--- src/rtl/uart_pkg.sv ---
// Shared UART definitions: receiver state encoding and the common baud
// divisor used by both uart_rx and uart_tx instantiations.
package uart_pkg;

  typedef enum logic [2:0] {
    IDLE,
    START,
    DATA,
    STOP,
    BREAK
  } rx_state_t;

  localparam int CLKS_PER_BIT_115200 = 868;

endpackage

--- src/rtl/sync_ff.sv ---
// Multi-flop synchroniser for asynchronous inputs; also reused for buttons.
// Flops reset to RESET_VAL so an idle-high line does not look like activity.
module sync_ff #(
  parameter int   DEPTH     = 2,
  parameter logic RESET_VAL = 1'b1
) (
  input  logic clk,
  input  logic rst_n,
  input  logic i_d,
  output logic o_q
);

  logic [DEPTH-1:0] r_sync;

  always_ff @(posedge clk or negedge rst_n) begin
    if (!rst_n) begin
      r_sync <= {DEPTH{RESET_VAL}};
    end else begin
      r_sync[0] <= i_d;
      for (int i = 1; i < DEPTH; i++) begin
        r_sync[i] <= r_sync[i-1];
      end
    end
  end

  assign o_q = r_sync[DEPTH-1];

endmodule

--- src/rtl/uart_rx.sv ---
// 8N1 UART receiver: samples mid-bit, emits a one-cycle axiov/axiod pulse per
// byte and a frame_err pulse on a low stop bit, then waits out any break.
module uart_rx
  import uart_pkg::*;
#(
  parameter int CLKS_PER_BIT = CLKS_PER_BIT_115200,
  parameter int SYNC_STAGES  = 2
) (
  input  logic       clk,
  input  logic       rst_n,
  input  logic       rxd,
  output logic       axiov,
  output logic [7:0] axiod,
  output logic       frame_err,
  output logic       busy
);

  localparam int CNT_W = $clog2(CLKS_PER_BIT);
  localparam logic [CNT_W-1:0] BIT_LAST  = CNT_W'(CLKS_PER_BIT - 1);
  localparam logic [CNT_W-1:0] HALF_LAST = CNT_W'(CLKS_PER_BIT / 2 - 1);

  logic             w_rx_s;
  logic             w_half_done;
  logic             w_bit_done;
  rx_state_t        r_state;
  rx_state_t        w_next_state;
  logic [CNT_W-1:0] r_baud_cnt;
  logic [2:0]       r_bit_idx;
  logic [7:0]       r_shift;
  logic             r_axiov;
  logic [7:0]       r_axiod;
  logic             r_frame_err;

  sync_ff #(
    .DEPTH    (SYNC_STAGES),
    .RESET_VAL(1'b1)
  ) u_sync (
    .clk  (clk),
    .rst_n(rst_n),
    .i_d  (rxd),
    .o_q  (w_rx_s)
  );

  assign w_half_done = (r_baud_cnt == HALF_LAST);
  assign w_bit_done  = (r_baud_cnt == BIT_LAST);

  always_ff @(posedge clk or negedge rst_n) begin
    if (!rst_n) begin
      r_state <= IDLE;
    end else begin
      r_state <= w_next_state;
    end
  end

  always_comb begin
    w_next_state = r_state;
    case (r_state)
      IDLE:  if (!w_rx_s) w_next_state = START;
      START: if (w_half_done) w_next_state = w_rx_s ? IDLE : DATA;
      DATA:  if (w_bit_done && (r_bit_idx == 3'd7)) w_next_state = STOP;
      STOP:  if (w_bit_done) w_next_state = w_rx_s ? IDLE : BREAK;
      BREAK: if (w_rx_s) w_next_state = IDLE;
      default: w_next_state = IDLE;
    endcase
  end

  // Counters and output registers; pulses default low every cycle.
  always_ff @(posedge clk or negedge rst_n) begin
    if (!rst_n) begin
      r_baud_cnt  <= '0;
      r_bit_idx   <= '0;
      r_shift     <= '0;
      r_axiov     <= 1'b0;
      r_axiod     <= '0;
      r_frame_err <= 1'b0;
    end else begin
      r_axiov     <= 1'b0;
      r_frame_err <= 1'b0;
      case (r_state)
        IDLE: begin
          r_baud_cnt <= '0;
          r_bit_idx  <= '0;
        end
        START: begin
          r_baud_cnt <= w_half_done ? '0 : r_baud_cnt + 1'b1;
        end
        DATA: begin
          if (w_bit_done) begin
            r_baud_cnt          <= '0;
            r_shift[r_bit_idx]  <= w_rx_s;
            r_bit_idx           <= r_bit_idx + 3'd1;
          end else begin
            r_baud_cnt <= r_baud_cnt + 1'b1;
          end
        end
        STOP: begin
          if (w_bit_done) begin
            r_baud_cnt <= '0;
            if (w_rx_s) begin
              r_axiod <= r_shift;
              r_axiov <= 1'b1;
            end else begin
              r_frame_err <= 1'b1;
            end
          end else begin
            r_baud_cnt <= r_baud_cnt + 1'b1;
          end
        end
        BREAK: begin
          r_baud_cnt <= '0;
        end
        default: begin
          r_baud_cnt <= '0;
          r_bit_idx  <= '0;
        end
      endcase
    end
  end

  assign axiov     = r_axiov;
  assign axiod     = r_axiod;
  assign frame_err = r_frame_err;
  assign busy      = (r_state != IDLE);

endmodule

--- config.mk ---
export PLATFORM = sky130hd
export DESIGN_NAME = uart_rx
export DESIGN_NICKNAME = d
export VERILOG_FILES = /design/src/rtl/uart_pkg.sv /design/src/rtl/sync_ff.sv /design/src/rtl/uart_rx.sv
export SDC_FILE = /design/constraint.sdc
export NUM_CORES = 1
export LEC_CHECK = 0
export BUFFER_PORTS_ARGS = -buffer_cell sky130_fd_sc_hd__clkbuf_2
export CELL_PAD_IN_SITES_DETAIL_PLACEMENT = 1
export CELL_PAD_IN_SITES_GLOBAL_PLACEMENT = 1
export CORE_AREA = 2 2 65 73
export DETAILED_ROUTE_END_ITERATION = 8
export DIE_AREA = 0 0 67 75
export PLACE_DENSITY = 0.83
export SETUP_SLACK_MARGIN = 0.15
export SLEW_MARGIN = 10
export SYNTH_ARGS = -nofsm -noshare
export SYNTH_HDL_FRONTEND = slang
export SYNTH_SLANG_ARGS = --single-unit
--- constraint.sdc ---
create_clock -name clk -period 1.65 [get_ports clk]
set_input_delay 0.495 -clock clk [delete_from_list [all_inputs] [get_ports clk]]
set_output_delay 0.495 -clock clk [all_outputs]
set_load 0.02 [all_outputs]
* Word level (Yosys, flattened, before mapping) *
Cells that the tools add are included.

word-level totals
  register bits after elaboration = 36
  bits of input ports = 3
  output and inout bits = 11
  word-level logic and storage cells = 58

operators by class
  add/sub/neg operators = 2
  $lt $le $gt $ge = 2
  equal/unequal tests = 13
  muxes and demuxes = 22
  bitwise logic cells = 1
  reduce and logical (&&, ||, !) cells = 10

operators by type and width
  kind                     number
  $mux W3                  7
  $mux W10                 2
  $pmux W10 S2             1
  $pmux W3 S5              1
  $add A10 B1 Y10 const B  1
  $eq A10 B10 Y1 const B   1
  $eq A10 B9 Y1 const B    1
  $ne A2 B2 Y1 const B     5
  $bwmux W8                1
  $mux W1                  7
  $eq A3 B2 Y1 const B     2
  $eq A3 B3 Y1 const B     2
  $pmux W3 S2              1
  $reduce_and A5 Y1        1
  $lt A3 B4 Y1 const B     1
  $reduce_and A2 Y1        2
  $add A3 B1 Y3 const B    1
  $demux W1 S3             1
  $eq A3 B1 Y1 const B     1
  $ge A3 B1 Y1 const B     1
  $logic_not A3 Y1         1
  $reduce_and A3 Y1        1
  $reduce_bool A3 Y1       1
  $reduce_or A3 Y1         1
  other kinds (5)          6

* Depth between registers and ports, before layout *
Gate-level depths: netlist of run 1.

  word-level depth = 5
  mapped depth = 7
  mapped depth without buffers = 5

* By module *
From an unflattened synthesis of run 1, not the netlist that was laid out.

second synthesis, totals
  cell total of the unflattened synthesis = 150
  area total of the unflattened synthesis = 1754.2 um^2

modules (own cells, without submodules)
  module   instances  cells each  area each (um^2)  sequential area each (um^2)
  uart_rx  1          148         1701.6            850.8
  sync_ff  1          2           52.6              52.6

* Worst setup path after synthesis of run 1 *
No wires, ideal clock.

  kind = register to register
  start = register r_baud_cnt[0]
  end = register r_shift[2]
  setup time = 128 ps
  arrival = 1595 ps
  data required time = 1522 ps
  slack = -72 ps
  cell stages (with the launch flop) = 6
  buffers on the path = 0
  period minus slack after synthesis = 1722 ps
  cells stage by stage = dfrtp_1 -> ha_1 -> and3_1 -> nand4_4 -> nor4_1 -> mux2_1

between the ends
  cells in the longest elaborated chain, start to end = 2

RTL lines
  element                        RTL line        source
  start, declared                uart_rx.sv:27   logic [CNT_W-1:0] r_baud_cnt;
  start signal, assigned         uart_rx.sv:85   r_baud_cnt <= w_half_done ? '0 : r_baud_cnt + 1'b1;
  start signal, assigned         uart_rx.sv:93   r_baud_cnt <= r_baud_cnt + 1'b1;
  start signal, assigned         uart_rx.sv:106  r_baud_cnt <= r_baud_cnt + 1'b1;
  $eq A10 B10 Y1                 uart_rx.sv:45   assign w_bit_done = (r_baud_cnt == BIT_LAST);
  $reduce_and A2 Y1 (no line)    --
  end signal, assigned by index  uart_rx.sv:90   r_shift[r_bit_idx] <= w_rx_s;
  end, declared                  uart_rx.sv:29   logic [7:0] r_shift;

Every way passes these cells.
A chain may end at the register's enable or synchronous reset.

* Worst setup path after layout of run 1 *
  start = register r_baud_cnt[4]
  end = register r_axiod[0] (netlist: axiod[0])

between the ends
  cells in the longest elaborated chain, start to end = 2

RTL lines
  element                      RTL line        source
  $eq A10 B10 Y1               uart_rx.sv:45
  $reduce_and A3 Y1 (no line)  --
  end signal, assigned         uart_rx.sv:100  r_axiod <= r_shift;
  end, declared                uart_rx.sv:31   logic [7:0] r_axiod;

Every way passes these cells.

==> flow_summary.toml, run 1 <==
[status]
outcome = "complete, but fails checks"
violations = "setup timing"

[synth]
synth.top_cell.area_share_pct = 48.6
synth-seq-area-share_pct = 51.6
synthFlopType = "dfrtp_1"
syn_area_um2 = 1750
syn-num-nets = 162
ys_warn_count = 0
ys_types = 33
synth_cells = 155
avgSynthCellArea_um2 = 11.3
yosys.area.top_type = "dfrtp_1"
synth_area_leaders = "dfrtp_1, mux2_2, nor2_1"
synth_enable_flop_cells = 0
synthArstFlopShare_pct = 100
synth.ff_latch_count = 36
yosysMostFrequentCell = "dfrtp_1"
netlist_top_cells_count = "dfrtp_1, nor2_1, mux2_2, nand2_1, nand3_1"

[timing]
rsz0062_at_grt = "true"
min_period_over_period_pct = 114
layout_setup_ws_ns = -0.235
clock_skew_ns = 0.0159
tightest_slew_ns = 0.461
tns_ns = -4.15
hold_viol_final = 0
max_freq_mhz = 530
slew_headroom_pct = 69.3
setup_violations = 30
period_minus_slack_ns = 1.89
slew_viol_final = 0

[route]
vias_per_cell = 5.63
ant_nets = 0
drt_wl_total_um = 6310
drt_pass1_iterations = 4
drt-wirelength-per-cell_um = 23.9
num_vias = 1485
drt-initial-drc-count = 99
drc = 0

[worst_hold_path]
min_path_type = "in2async"

[clocking]
path_clk_slew_ns = 0.08
cts_tree = "done"
numCtsBuffers = 5
clockBufferDepth = 2
cts_sinks = 36
cts_root_buffer = "clkbuf_8"
htree_levels = 2
clk_latency_ns = 0.31

[critical_path]
cp_data_arrival_time_ns = 2.08
required_ns = 1.84
critical_path_class = "reg2reg"
cp-start-kind = "flip-flop"
crit_path_max_fanout = 8
end_kind = "flip-flop"
crit_family = "simple AND/OR/NAND/NOR gates"
max_stage_delay_ns = 0.43
cp_slowest_cell = "dfrtp_1"
crit_chain = "nor3b_4 -> nand4_4 -> nor2_4 -> buf_12 -> mux2_4"
cp.buffers_inverters = 1

[layout]
regArea_um2 = 906
drive_gt1_share_pct = 55.7
synthToLayoutAreaGrowth_pct = 50.8
nFillCells = 432
design_area_um2 = 2640
antenna_cells = 0
multiInputGateArea_um2 = 1110
fin_nets = 216

[placement]
io_buffers = 13
hpwl_um = 3090
gp_congestion = 0.808
place_area_um2 = 2090

[pwr]
vdd_drop_max_uv = 488
p_leak_nw = 1.27
p_per_area_nw_per_um2 = 594

[global_routing]
grt_pass1_wl_um = 8340
grt_max_degree = 22
grt_antenna_before_repair = 0
first_global_vias = 1577
track_usage_pct = 23.4
overflow = 0

[floorplan]
io_pins = 14
fp.dieW_um = 67
core_um2 = 4250
start_util_pct = 41.2
die_y_um = 75
std_cell_rows = 25
die_area_um2 = 5030

[job]
maxCapViolCount = 0
-- worst reg2reg max path, delay by kind of cell (launching register included) --
kind	cells	cell delay [ns]
DFF	1	0.43
buffers and inverters	1	0.16
muxes	1	0.32
and+or+nand+nor	3	0.87
-- sequential cells by signal (all words and copies together), names as in the netlist --
register / cells
r_baud_cnt: 10
axiov: 1
axiod: 8
r_state: 3
r_shift: 8
frame_err: 1
u_sync.r_sync: 2
r_bit_idx: 3
-- per-layer routing --
| metal | up-vias | global-route usage (%) | wire length [um] |
|---|---|---|---|
| li1 | 656 | - | - |
| met1 | 776 | 25.3 | 2520 |
| met2 | 37 | 42.7 | 3400 |
| met3 | 16 | 4.93 | 207 |
| met4 | 0 | 12.0 | 181 |
| met5 | - | 0 | 0 |
-- where the power goes --
group,switching (mW),internal [mW],leakage (nW)
Clock,0.340,0.302,0.0424
Sequential,0.00166,0.886,0.479
Combinational,0.0306,0.00975,0.746
Total,0.372,1.20,1.27
-- metrics by stage --
step | power (mW) | hold WS [ns] | setup WS [ns] | std cells | utilization [%]
2_1_floorplan | 0.911 | 0.199 | -0.0575 | 155 | -
3_3_place_gp | 0.940 | 0.347 | -0.0540 | 236 | 49.2
3_5_place_dp | 0.941 | 0.347 | -0.122 | 236 | 49.2
4_1_cts | 1.55 | 0.139 | -0.102 | 256 | 56.8
5_1_grt | 1.61 | 0.148 | -0.254 | 264 | 62.1
6_report | 1.57 | 0.120 | -0.235 | 264 | 62.1
-- path summary, 6_finish.rpt --
check | to | slack (ns) | startpoint | cells past startpoint
min in group clk | u_sync.r_sync[0]$_DFF_PN1_ | 0.28 | rxd | 1
setup reg to reg | axiod[0]$_DFFE_PN0P_ | -0.24 | r_baud_cnt[4]$_DFF_PN0_ | 5
max in group asynchronous | u_sync.r_sync[0]$_DFF_PN1_ | 0.97 | rst_n | 2
hold / removal | axiod[1]$_DFFE_PN0P_ | 0.12 | rst_n | 1
hold reg to reg | u_sync.r_sync[1]$_DFF_PN1_ | 0.36 | u_sync.r_sync[0]$_DFF_PN1_ | 0
setup / recovery | axiod[0]$_DFFE_PN0P_ | -0.24 | r_baud_cnt[4]$_DFF_PN0_ | 5
-- cells by family after synthesis --
family	synth area share, %
buffers and inverters	2.64
multiplexers	10.9
adder cells (fa/ha/maj)	2.86
AND/OR/NAND/NOR	23.9
flip-flops	51.6
XOR/XNOR	4.50
AO/OA/AOI/OAI	3.64
-- cells in the final DEF (no fill, tap or decap), types with 2 or more instances in the layout --
| master | Yosys | layout |
|---|---|---|
| a21oi_2 | 0 | 2 |
| and3_1 | 4 | 2 |
| and3_4 | 0 | 2 |
| buf_12 | 0 | 4 |
| buf_4 | 0 | 27 |
| buf_6 | 0 | 10 |
| clkbuf_1 | 3 | 2 |
| clkbuf_2 | 0 | 12 |
| clkbuf_8 | 0 | 5 |
| dfrtp_1 | 34 | 32 |
| dfrtp_2 | 0 | 2 |
| dfstp_2 | 2 | 2 |
| ha_1 | 4 | 2 |
| ha_2 | 0 | 2 |
| inv_1 | 4 | 4 |
| mux2_4 | 0 | 17 |
| nand2_1 | 10 | 8 |
| nand2_2 | 0 | 2 |
| nand2b_1 | 4 | 3 |
| nand3_1 | 8 | 7 |
| nand4_1 | 3 | 3 |
| nand4_4 | 1 | 2 |
| nor2_1 | 18 | 13 |
| nor2_2 | 0 | 4 |
| nor2_4 | 1 | 2 |
| nor3b_4 | 2 | 2 |
| nor4_4 | 0 | 6 |
| nor4b_4 | 0 | 2 |
| o21ai_0 | 4 | 2 |
| xnor2_1 | 4 | 3 |
| xor2_1 | 5 | 5 |
-- what timing repair did --
action,CTS,global route
gates resized for setup,23,42
gates cloned,1,0
buffers inserted,11,8
hold buffers,0,0
pin swaps,9,16
endpoints found under the setup margin,28,35
-- final cells by class --
type	instances	area share [%]
multi-input cells	109	42.1
flip-flops and latches	36	34.3
repair buffers	53	17.2
clock buffers	7	2.89
well taps	54	2.56
inverters	4	0.568
clock inverters	1	0.332
Power figures use the tool's default switching activity.
==> inputs of run 2 (changes only) <==
--- a/config.mk
+++ b/config.mk
@@ -8,12 +8,14 @@
 export BUFFER_PORTS_ARGS = -buffer_cell sky130_fd_sc_hd__clkbuf_2
 export CELL_PAD_IN_SITES_DETAIL_PLACEMENT = 1
 export CELL_PAD_IN_SITES_GLOBAL_PLACEMENT = 1
-export CORE_AREA = 2 2 65 73
+export CORE_AREA = 2 2 64 72
+export CTS_CLUSTER_SIZE = 28
 export DETAILED_ROUTE_END_ITERATION = 8
-export DIE_AREA = 0 0 67 75
-export PLACE_DENSITY = 0.83
+export DIE_AREA = 0 0 66 74
+export PLACE_DENSITY = 0.85
 export SETUP_SLACK_MARGIN = 0.15
 export SLEW_MARGIN = 10
 export SYNTH_ARGS = -nofsm -noshare
 export SYNTH_HDL_FRONTEND = slang
+export SYNTH_HIERARCHICAL = 1
 export SYNTH_SLANG_ARGS = --single-unit
==> run 2 against run 1 <==
- the run still ends with setup timing left
- non-clock buffer count decreased by 11
- combinational power decreased by 30%
- routed wire length decreased by 17%
- critical path type unchanged
==> flow_summary.toml, run 2 <==
[timing]
min_period_over_period_pct = 110
slew_viol_final = 0
tightest_slew_ns = 0.451
rsz0062_at_grt = "true"
layout_setup_ws_ns = -0.158
period_minus_slack_ns = 1.81
setup_violations = 33
max_freq_mhz = 553
hold_viol_final = 0
clock_skew_ns = 0.00614
tns_ns = -3.27
slew_headroom_pct = 70.0

[critical_path]
crit_path_max_fanout = 4
crit_chain = "ha_2 -> and4_4 -> nand4_4 -> nor3b_2 -> mux2_4"
crit_family = "simple AND/OR/NAND/NOR gates"
cp.buffers_inverters = 0
reg2regPathDepth = 5
end_kind = "flip-flop"
cp_slowest_cell = "dfrtp_1"
cp_data_arrival_time_ns = 1.99
critical_path_class = "reg2reg"
worstSetupPathDepth = 5
required_ns = 1.83
max_stage_delay_ns = 0.43
cp-start-kind = "flip-flop"

[layout]
multiInputGateArea_um2 = 1040
largest_reg_flops = 10
synthToLayoutAreaGrowth_pct = 40.0
fin_nets = 199
top_register = "r_baud_cnt"
nFillCells = 422
antenna_cells = 0
layout_common_cells = "dfrtp_1, buf_4, clkbuf_2"
drive_gt1_share_pct = 56.5
mostFrequentLayoutCell = "dfrtp_1"
design_area_um2 = 2460
regArea_um2 = 907

[route]
drt-wirelength-per-cell_um = 21.3
drt-initial-drc-count = 48
drt_pass1_iterations = 4
ant_nets = 0
num_vias = 1362
drt_wl_total_um = 5270
drc = 0
vias_per_cell = 5.51

[synth]
synth_enable_flop_cells = 0
ys_types = 37
synthArstFlopShare_pct = 100
avgSynthCellArea_um2 = 11.7
syn-num-nets = 157
synth-seq-area-share_pct = 51.5
synth_area_leaders = "dfrtp_1, mux2_2, nor2_1"
synth.ff_latch_count = 36
synth.top_cell.area_share_pct = 48.5
synth_cells = 150
ys_warn_count = 6
yosysMostFrequentCell = "dfrtp_1"
synthFlopType = "dfrtp_1"
yosys.area.top_type = "dfrtp_1"
syn_area_um2 = 1750
netlist_top_cells_count = "dfrtp_1, nor2_1, mux2_2, nand2_1, nand3_1"

[job]
maxCapViolCount = 0

[global_routing]
grt_antenna_before_repair = 0
met1_usage_pct = 27.3
grt_pass1_wl_um = 8400
track_usage_pct = 24.3
top_usage_layer = "met2"
overflow = 0
met3_usage_pct = 6.05
first_global_vias = 1541
use_met2_pct = 43.5
grt_max_degree = 37

[pwr]
p_per_area_nw_per_um2 = 640
total_power_mw = 1.57
p_leak_nw = 1.10
vdd_drop_max_uv = 724

[clocking]
cts_sinks = 36
clk_latency_ns = 0.30
numCtsBuffers = 5
cts_tree = "done"
clockBufferDepth = 2
htree_levels = 2
cts_root_buffer = "clkbuf_8"
ctsHoldBuffers = 0
path_clk_slew_ns = 0.07

[status]
violations = "setup timing"
outcome = "complete, but fails checks"

[floorplan]
io_pins = 14
die_y_um = 74
start_util_pct = 41.9
std_cell_rows = 25
die_area_um2 = 4880
fp.dieW_um = 66
core_um2 = 4190

[placement]
hpwl_um = 3090
io_buffers = 13
gp_congestion = 0.772
place_area_um2 = 2010

[worst_hold_path]
min_path_type = "in2async"
==> run 2: final timing paths <==
check | endpoint | from | slack (ns)
max | r_shift[2]$_DFFE_PN0P_ | r_baud_cnt[1]$_DFF_PN0_ | -0.16
min | r_baud_cnt[8]$_DFF_PN0_ | rst_n | 0.22
max reg2reg | r_shift[2]$_DFFE_PN0P_ | r_baud_cnt[1]$_DFF_PN0_ | -0.16
min reg2reg | u_sync/r_sync[1]$_DFF_PN1_ | u_sync/r_sync[0]$_DFF_PN1_ | 0.37
max in group asynchronous | u_sync/r_sync[1]$_DFF_PN1_ | rst_n | 1.07
min in group clk | u_sync/r_sync[0]$_DFF_PN1_ | rxd | 0.27
==> run 2: cell type report <==
| cell class | instances | share of cell area, % |
|---|---|---|
| Multi-Input combinational cell | 104 | 42.4 |
| Clock inverter | 1 | 0.306 |
| Clock buffer | 7 | 3.52 |
| Sequential cell | 36 | 36.9 |
| Inverter | 3 | 0.458 |
| Timing Repair Buffer | 42 | 13.7 |
| Tap cell | 54 | 2.75 |
==> run 2: per-stage QoR <==
step	hold WS, ns	std cells	setup WS (ns)	util, %
global placement	0.348	229	-0.0775	47.9
global route	0.266	247	-0.212	58.6
finish	0.223	247	-0.158	58.6
detailed placement	0.356	229	-0.162	47.9
CTS	0.236	244	-0.127	55.8
floorplan	0.199	150	0.0192	-
==> run 2: where the power goes <==
part | switching [mW] | total, mW | internal [mW]
clock network | 0.315 | 0.654 | 0.339
registers | 0.00144 | 0.888 | 0.887
logic | 0.0227 | 0.0283 | 0.00563
==> run 2: worst reg2reg max path, stage by stage, from the launching register on <==
cell and delay [ns]:
dfrtp_1 0.43, ha_2 0.23, and4_4 0.27, nand4_4 0.16
nor3b_2 0.28, mux2_4 0.33
==> run 2: cells by family (layout without fill, tap and decap cells) <==
| logic type | Yosys count | count (layout) | share of synthesized area [%] |
|---|---|---|---|
| muxes | 18 | 18 | 11.6 |
| xor gates and xnor gates | 9 | 9 | 4.49 |
| and+or+nand+nor | 62 | 62 | 23.0 |
| DFF | 36 | 36 | 51.5 |
| adders and majority gates | 4 | 4 | 2.85 |
| buffers and inverters | 10 | 53 | 2.50 |
| AOI/OAI and AO/OA | 11 | 11 | 4.14 |
==> run 2: metal layers <==
layer / wire [um] / vias up
met5: 0 / -
met4: 131 / 0
met3: 198 / 15
met2: 2840 / 37
met1: 2090 / 700
li1: - / 610
==> run 2: timing repair <==
action,CTS,global route
gates resized for setup,45,19
setup buffers,6,3
cloned,1,0
setup endpoints to repair,34,35
pin swaps,20,15
==> inputs of run 3 (changes only) <==
--- a/config.mk
+++ b/config.mk
@@ -8,14 +8,15 @@
 export BUFFER_PORTS_ARGS = -buffer_cell sky130_fd_sc_hd__clkbuf_2
 export CELL_PAD_IN_SITES_DETAIL_PLACEMENT = 1
 export CELL_PAD_IN_SITES_GLOBAL_PLACEMENT = 1
-export CORE_AREA = 2 2 64 72
+export CORE_AREA = 2 2 62 70
 export CTS_CLUSTER_SIZE = 28
 export DETAILED_ROUTE_END_ITERATION = 8
-export DIE_AREA = 0 0 66 74
-export PLACE_DENSITY = 0.85
+export DIE_AREA = 0 0 64 72
+export PLACE_DENSITY = 0.86
 export SETUP_SLACK_MARGIN = 0.15
 export SLEW_MARGIN = 10
 export SYNTH_ARGS = -nofsm -noshare
 export SYNTH_HDL_FRONTEND = slang
 export SYNTH_HIERARCHICAL = 1
 export SYNTH_SLANG_ARGS = --single-unit
+export TNS_END_PERCENT = 10
==> constraint.sdc (replaced) <==
create_clock -name clk -period 2.05 [get_ports clk]
set_input_delay 0.615 -clock clk [delete_from_list [all_inputs] [get_ports clk]]
set_output_delay 0.615 -clock clk [all_outputs]
set_load 0.02 [all_outputs]
==> run 3 against run 2 <==
- the run now ends clean
- clock skew rose by 0.0029 ns
- final area fell by 17%
- combinational power fell by 41%
- critical path depth decreased by 3
- via count shrank 12%
- total power decreased by 21%
- cell count down 9.3%
- die area fell by 5.7%
- non-clock buffer count shrank 22
- register-to-register slack improved by 0.37 ns
- core utilization shrank 6.3 points
- hold slack better by 0.12 ns
- largest cell class is now sequential cells
- largest power group unchanged
==> flow_summary.toml, run 3 (synthesis gave the netlist of run 2 again) <==
[critical_path]
reg2regPathDepth = 5
crit_chain = "or3_1 -> clkbuf_2"
rr_endpoint = "r_shift[2]$_DFFE_PN0P_"
end_kind = "output port"
cp_slowest_cell = "dfrtp_2"
crit_family = "flip-flops"
required_ns = 1.43
reg2reg_from = "r_baud_cnt[0]$_DFF_PN0_"
critical_path_class = "reg2out"
cp_data_arrival_time_ns = 1.27
cp.buffers_inverters = 1
regToRegSetupSlack_ns = 0.21
crit_path_max_fanout = 8
cp-start-kind = "flip-flop"
max_stage_delay_ns = 0.49

[global_routing]
overflow = 0
first_global_vias = 1243
grt_antenna_before_repair = 0
grt_max_degree = 37
grt_pass1_wl_um = 6160
track_usage_pct = 17.7

[route]
ant_nets = 0
drt-initial-drc-count = 29
drt-wirelength-per-cell_um = 16.5
vias_per_cell = 5.36
drt_wl_total_um = 3710
drc = 0
drt_pass1_iterations = 4
num_vias = 1201

[clocking]
path_clk_slew_ns = 0.08
clk_latency_ns = 0.30
clockBufferDepth = 2
htree_levels = 2
ctsHoldBuffers = 0
numCtsBuffers = 5
cts_root_buffer = "clkbuf_8"
cts_sinks = 36
cts_tree = "done"

[pwr]
p_leak_nw = 0.930
vdd_drop_max_uv = 470
p_sw_share_pct = 23.2
sequentialPowerShare_pct = 57.6
p_per_area_nw_per_um2 = 615
clockPowerShare_pct = 41.1
p_int_uw = 957
pwr-share-comb_pct = 1.3
power_switching_uw = 289

[timing]
clock_skew_ns = 0.00901
rsz0062_at_grt = "true"
max_freq_mhz = 531
hold_ws_ns = 0.340
slew_viol_final = 0
slew_headroom_pct = 66.6
tightest_slew_ns = 0.500
min_period_over_period_pct = 91.9
setup_violations = 0
period_minus_slack_ns = 1.88
hold_viol_final = 0
tns_ns = 0

[layout]
mostFrequentLayoutCell = "dfrtp_1"
nFillCells = 395
top_register = "r_baud_cnt"
synthToLayoutAreaGrowth_pct = 15.5
layout_common_cells = "dfrtp_1, nor2_1, mux2_2"
postLayoutCoreUtil_pct = 52.3
largest_reg_flops = 10
antenna_cells = 0
fin_nets = 178
design_area_um2 = 2030
drive_gt1_share_pct = 39.0

[floorplan]
start_util_pct = 45.3
die_y_um = 72
die_area_um2 = 4610
core_um2 = 3870
std_cell_rows = 24
fp.dieW_um = 64
io_pins = 14

[placement]
hpwl_um = 2410
io_buffers = 13
place_area_um2 = 1870
gp_congestion = 0.782

[status]
outcome = "finished, final reports clean"

[job]
maxCapViolCount = 0

[worst_hold_path]
min_path_type = "in2async"
## run 3: changes by cell type in the layout (fill, tap and decap cells not counted), moves of 7 or more
cell,before,now
nor2_1,8,19
nor2_4,9,2
mux2_2,7,18
mux2_4,11,0
buf_4,20,7
buf_6,8,0
## run 3: worst max path at each step
stage                                  startpoint  cells past startpoint                    to  slack (ns)
after CTS                  r_state[0]$_DFFE_PN0P_                      2                  busy        0.12
after global placement    r_baud_cnt[0]$_DFF_PN0_                      5  axiod[4]$_DFFE_PN0P_        0.24
after global routing       r_state[0]$_DFFE_PN0P_                      2                  busy        0.11
final                      r_state[0]$_DFFE_PN0P_                      2                  busy        0.17
after detailed placement  r_baud_cnt[0]$_DFF_PN0_                      5  axiod[3]$_DFFE_PN0P_        0.14
after floorplan           r_baud_cnt[0]$_DFF_PN0_                      5  axiod[0]$_DFFE_PN0P_        0.35
## run 3: area by class of cell
| type | count | area (um2) | area share [%] |
|---|---|---|---|
| sequential | 36 | 908 | 44.8 |
| multi-input combinational | 105 | 832 | 41.0 |
| timing repair buffer | 20 | 118 | 5.80 |
| clock buffer | 5 | 68.8 | 3.40 |
| tap | 52 | 65.1 | 3.21 |
| clock inverter | 3 | 23.8 | 1.17 |
| inverter | 3 | 11.3 | 0.556 |
## run 3: stage by stage
| step | instances | power, mW | setup WS, ns |
|---|---|---|---|
| global placement | 210 | 0.748 | 0.242 |
| detailed placement | 210 | 0.749 | 0.141 |
| floorplan | 150 | 0.731 | 0.353 |
| finish | 224 | 1.25 | 0.165 |
| CTS | 221 | 1.27 | 0.124 |
| global route | 224 | 1.30 | 0.114 |
## run 3: power groups by stage
stage	logic [mW]	registers [mW]	clock network [mW]
2_1_floorplan	0.00292	0.728	0
3_3_place_gp	0.0172	0.731	0
3_5_place_dp	0.0179	0.732	0
4_1_cts	0.0177	0.718	0.530
5_1_grt	0.0203	0.718	0.558
6_report	0.0167	0.717	0.512
## run 3: repair_timing
action / 4_1_cts / 5_1_grt
setup buffers: 2 / 3
gates cloned: 1 / 0
pin swaps: 2 / 2
setup endpoints to repair: 10 / 24
resized for setup: 2 / 5
## run 3: per-layer routing
metal,vias to the layer above,share of wire (%),routed length [um],GRT usage (%)
met5,-,0,0,0
met4,0,1.9,72,9.42
met3,7,3.4,125,4.65
met2,20,52,1910,29.4
met1,607,43,1600,21.2
li1,567,-,-,-
